### config.mk
export PLATFORM = sky130hd
export DESIGN_NAME = score_keeper
export DESIGN_NICKNAME = d
export VERILOG_FILES = /design/src/rtl/pong_pkg.sv /design/src/rtl/bcd_counter2.sv /design/src/rtl/score_keeper.sv
export SDC_FILE = /design/constraint.sdc
export NUM_CORES = 1
export LEC_CHECK = 0
export BUFFER_PORTS_ARGS = -buffer_cell sky130_fd_sc_hd__buf_2
export CAP_MARGIN = 20
export CORE_UTILIZATION = 59
export DETAILED_ROUTE_END_ITERATION = 16
export PLACE_DENSITY = 0.77
export SLEW_MARGIN = 20
export SYNTH_ARGS = -nofsm -noshare
export SYNTH_HDL_FRONTEND = slang
export SYNTH_SLANG_ARGS = --single-unit
### constraint.sdc
create_clock -name clk -period 3.1 [get_ports clk]
set_input_delay 0.775 -clock clk [delete_from_list [all_inputs] [get_ports clk]]
set_output_delay 0.775 -clock clk [all_outputs]
set_load 0.05 [all_outputs]
### src/rtl/pong_pkg.sv
// Shared Pong types: rally states, BCD digit/score types, player encoding, BCD increment helper.
package pong_pkg;

    typedef enum logic [1:0] {
        StWait,
        StPlay,
        StOver
    } state_e;

    typedef logic [3:0] bcd_digit_t;

    typedef struct packed {
        bcd_digit_t tens;
        bcd_digit_t ones;
    } bcd2_t;

    localparam logic LEFT  = 1'b0;
    localparam logic RIGHT = 1'b1;

    // Tens never wraps: scores stay below 100.
    function automatic bcd2_t bcd_inc(input bcd2_t v);
        bcd2_t r;
        r = v;
        if (v.ones == 4'd9) begin
            r.ones = 4'd0;
            r.tens = v.tens + 4'd1;
        end else begin
            r.ones = v.ones + 4'd1;
        end
        return r;
    endfunction

endpackage

### src/rtl/bcd_counter2.sv
// Two-digit BCD score counter with synchronous clear and increment enable.
module bcd_counter2
    import pong_pkg::*;
(
    input  logic       clk,
    input  logic       reset,
    input  logic       clr_i,
    input  logic       inc_i,
    output bcd_digit_t tens_o,
    output bcd_digit_t ones_o,
    output bcd2_t      nxt_o
);

    bcd2_t score_q, score_d;

    assign nxt_o = bcd_inc(score_q);

    always_comb begin
        score_d = score_q;
        if (clr_i) begin
            score_d = '0;
        end else if (inc_i) begin
            score_d = nxt_o;
        end
    end

    always_ff @(posedge clk) begin
        if (reset) begin
            score_q <= '0;
        end else begin
            score_q <= score_d;
        end
    end

    assign tens_o = score_q.tens;
    assign ones_o = score_q.ones;

endmodule

### src/rtl/score_keeper.sv
// Pong score keeper: per-player BCD scores plus the serve-delay / play / game-over sequencer.
module score_keeper
    import pong_pkg::*;
#(
    parameter int unsigned WIN_SCORE   = 7,
    parameter int unsigned SERVE_DELAY = 50_000_000
) (
    input  logic       clk,
    input  logic       reset,
    input  logic       point_left,
    input  logic       point_right,
    input  logic       new_game,
    output bcd_digit_t left_tens,
    output bcd_digit_t left_ones,
    output bcd_digit_t right_tens,
    output bcd_digit_t right_ones,
    output logic       serve,
    output logic       serve_dir,
    output logic       game_over,
    output logic       winner
);

    localparam int unsigned CntW = $clog2(SERVE_DELAY + 1);
    localparam logic [CntW-1:0] CntReload = CntW'(SERVE_DELAY - 1);
    localparam bcd2_t WinBcd = '{
        tens: bcd_digit_t'(WIN_SCORE / 10),
        ones: bcd_digit_t'(WIN_SCORE % 10)
    };

    state_e          state_q, state_d;
    logic [CntW-1:0] cnt_q, cnt_d;
    logic            serve_q, serve_d;
    logic            dir_q, dir_d;
    logic            over_q, over_d;
    logic            winner_q, winner_d;
    logic            clr, inc_left, inc_right;
    bcd2_t           left_nxt, right_nxt;

    bcd_counter2 u_left (
        .clk    (clk),
        .reset  (reset),
        .clr_i  (clr),
        .inc_i  (inc_left),
        .tens_o (left_tens),
        .ones_o (left_ones),
        .nxt_o  (left_nxt)
    );

    bcd_counter2 u_right (
        .clk    (clk),
        .reset  (reset),
        .clr_i  (clr),
        .inc_i  (inc_right),
        .tens_o (right_tens),
        .ones_o (right_ones),
        .nxt_o  (right_nxt)
    );

    always_comb begin
        state_d   = state_q;
        cnt_d     = cnt_q;
        serve_d   = 1'b0;
        dir_d     = dir_q;
        over_d    = over_q;
        winner_d  = winner_q;
        clr       = 1'b0;
        inc_left  = 1'b0;
        inc_right = 1'b0;

        if (new_game) begin
            clr      = 1'b1;
            state_d  = StWait;
            cnt_d    = CntReload;
            dir_d    = 1'b0;
            over_d   = 1'b0;
            winner_d = 1'b0;
        end else begin
            unique case (state_q)
                StWait: begin
                    if (cnt_q == '0) begin
                        serve_d = 1'b1;
                        state_d = StPlay;
                    end else begin
                        cnt_d = cnt_q - CntW'(1);
                    end
                end
                StPlay: begin
                    // Simultaneous points cancel out and the rally continues.
                    if (point_left && !point_right) begin
                        inc_left = 1'b1;
                        if (left_nxt == WinBcd) begin
                            state_d  = StOver;
                            over_d   = 1'b1;
                            winner_d = LEFT;
                        end else begin
                            state_d = StWait;
                            cnt_d   = CntReload;
                            dir_d   = RIGHT;
                        end
                    end else if (point_right && !point_left) begin
                        inc_right = 1'b1;
                        if (right_nxt == WinBcd) begin
                            state_d  = StOver;
                            over_d   = 1'b1;
                            winner_d = RIGHT;
                        end else begin
                            state_d = StWait;
                            cnt_d   = CntReload;
                            dir_d   = LEFT;
                        end
                    end
                end
                StOver: begin
                end
                default: begin
                    state_d = StWait;
                    cnt_d   = CntReload;
                end
            endcase
        end
    end

    always_ff @(posedge clk) begin
        if (reset) begin
            state_q  <= StWait;
            cnt_q    <= CntReload;
            serve_q  <= 1'b0;
            dir_q    <= 1'b0;
            over_q   <= 1'b0;
            winner_q <= 1'b0;
        end else begin
            state_q  <= state_d;
            cnt_q    <= cnt_d;
            serve_q  <= serve_d;
            dir_q    <= dir_d;
            over_q   <= over_d;
            winner_q <= winner_d;
        end
    end

    assign serve     = serve_q;
    assign serve_dir = dir_q;
    assign game_over = over_q;
    assign winner    = winner_q;

endmodule

==> flow_metrics.py <==
metrics = {
    "outcome": {
        "status": "complete, no violations",
    },
    "power_and_ir_drop": {
        "power.total_w": 0.00111,
        "powerDensity_nw_per_um2": 387,
        "p_leak_nw": 1.06,
        "ir_worst_vdd_uv": 367,
    },
    "timing": {
        "fmax_ghz": 0.384,
        "finalHoldViolations": 0,
        "relSlewSlack_pct": 59.3,
        "rsz0062_at_grt": "no",
        "finalCritPeriodShare_pct": 84.0,
        "worst_pin_slew_ns": 0.610,
        "finalCriticalPeriod_ns": 2.61,
        "skew_ns": 0.0112,
        "maxSlewViolCount": 0,
        "whs_ns": 0.459,
        "setup_viol": 0,
        "setup-tns-final_ns": 0,
    },
    "setup_path": {
        "startpoint_type": "register",
        "arrival_ns": 2.80,
        "critical_path.max_fanout": 9,
        "reg2regPathDepth": 7,
        "r2r_start": "cnt_q[16]",
        "r2r_slack_ns": 0.49,
        "endpoint_kind": "register",
        "reg2reg_to": "cnt_q[17]",
        "crit_required_ns": 3.29,
        "criticalPathCategory": "reg2reg",
    },
    "global_routing": {
        "antenna_found_initial": 0,
        "grt_max_degree": 30,
        "grt_first_pass_wirelength_um": 9370,
        "grt_overflow": 0,
        "grt_pass1_vias": 2008,
        "grt_use_total_pct": 27.5,
    },
    "detailed_routing": {
        "drc": 0,
        "vias": 2371,
        "routed_wl_um": 5980,
        "drt_iter0_markers": 213,
        "drt_first_pass_iters": 5,
        "wl_per_cell_um": 15.6,
        "ant_nets": 0,
        "vias_per_cell": 6.19,
    },
    "synth": {
        "ys_seq_elements": 48,
        "ys_seq_area_share_pct": 37.5,
        "synth_edf_count": 0,
        "synth_area_per_cell_um2": 8.45,
        "ys_warn_count": 0,
        "synthArstFlopShare_pct": 0,
        "synth_cells": 303,
        "syn-num-nets": 314,
        "ys_types": 58,
        "synth_area_um2": 2560,
        "synthFlopType": "dfxtp_1",
    },
    "die": {
        "rows": 23,
        "ios": 25,
        "dieHeight_um": 67.9,
        "fp.coreArea_um2": 4090,
        "dieArea_um2": 4610,
        "initial_core_util_pct": 62.6,
        "die_x_um": 67.9,
    },
    "clock_tree": {
        "cts_buffers": 5,
        "cts_buffer_depth": 2,
        "clkSlewWorstSetupHoldPaths_ns": 0.09,
        "cts.sinks": 48,
        "insertion_delay_ns": 0.30,
        "post_cts_buffers": 0,
        "cts_max_level": 2,
        "cts_tree": "built",
        "root_buffer": "clkbuf_8",
        "cts_hold_buffers": 0,
        "post_cts_resized": 0,
    },
    "placement": {
        "gp_congestion": 0.952,
        "port_buffers": 24,
        "dp_hpwl_um": 4210,
    },
    "hold_path": {
        "worstHoldEndpoint": "game_over",
        "holdPathStages": 2,
        "min_from": "game_over",
        "hold_class": "reg2reg",
    },
    "layout": {
        "layout-drive-gt1-share_pct": 15.9,
        "syn_to_final_growth_pct": 11.7,
        "fin_nets": 343,
        "n_antenna_cell": 0,
    },
    "job": {
        "max_cap_viol_count": 0,
    },
}
[cells in the mapped netlist (4+ instances only)]
library cell,number,area [um2]
dfxtp_1,48,961
nor2_1,36,135
nand2_1,28,105
nor3_1,17,85.1
a21oi_1,14,70.1
nand3_1,14,70.1
o21ai_0,14,70.1
inv_1,12,45.0
xor2_1,12,105
xnor2_1,8,70.1
clkbuf_1,7,26.3
ha_1,6,75.1
mux2i_1,6,60.1
nand4_1,6,37.5
nor4_1,5,31.3
or4_1,5,37.5
o211ai_1,4,30.0
o32a_1,4,40.0
[cells by family after synthesis]
kind of cell	Yosys count	synth area share, %
AOI/OAI and AO/OA	64	18.2
xor gates and xnor gates	20	6.84
adders and majority gates	6	2.93
buffers and inverters	21	3.42
DFF	48	37.5
muxes	6	2.35
and+or+nand+nor	138	28.7
[state kept, by name, indices dropped and copies added, names as in the netlist]
signal	count
serve_dir	1
cnt_q	26
u_left.ones_o	4
u_right.ones_o	4
u_left.tens_o	4
u_right.tens_o	4
state_q	2
serve	1
game_over	1
winner	1
[cell type report]
type                            instances  area, um2
Timing Repair Buffer                   31        173
Sequential cell                        48        961
Clock inverter                          2       35.0
Clock buffer                            6       72.6
Multi-Input combinational cell        234       1510
Fill cell                             338       1230
Tap cell                               50       62.6
Inverter                               12       45.0
[how the worst max path moves through the flow]
stage,end,from
finish,cnt_q[17],cnt_q[16]
global placement,cnt_q[13],point_right
detailed placement,cnt_q[13],point_right
global route,cnt_q[16],cnt_q[16]
CTS,cnt_q[17],cnt_q[16]
floorplan,cnt_q[5],u_left.ones_o[1]
[layout by cell type (no fill, tap or decap), types with 7 or more instances in the layout]
cell      n
dfxtp_1  48
nor2_1   36
nand2_1  28
buf_2    24
nor3_1   17
nand3_1  14
a21oi_1  14
o21ai_0  14
inv_1    12
xor2_1   12
xnor2_1   8
buf_4     7
[critical path, cell delays in order, from the launching register on]
cell,delay (ns)
dfxtp_1,0.38
or4_4,0.58
or4b_4,0.54
or2_4,0.30
a21oi_4,0.22
a21o_2,0.24
nor4_1,0.06
nand3b_1,0.17
[metal layers]
layer  wire (um)  track usage, %  vias up  share of wire, %
li1            -               -     1163                 -
met3         391            6.00        6               6.5
met4          56            9.11        0              0.94
met5           0               0        -                 0
met1        2780            35.1     1098                47
met2        2750            45.8      104                46
[report_power, final]
part / switching [W] / internal (W) / leakage, nW
clock network: 0.000209 / 0.000240 / 0.0552
registers: 0.000000570 / 0.000617 / 0.387
logic: 0.0000277 / 0.0000128 / 0.622
[per-stage QoR]
step | cells | cell area (um2) | worst slack, ns | util [%]
after floorplan | 303 | 2560 | 0.477 | -
after global placement | 375 | 2750 | 0.440 | 67.4
after detailed placement | 375 | 2750 | 0.442 | 67.4
after CTS | 383 | 2860 | 0.513 | 70.0
after global routing | 383 | 2860 | 0.321 | 70.0
final | 383 | 2860 | 0.495 | 70.0
(Power assumes the default switching activity.)
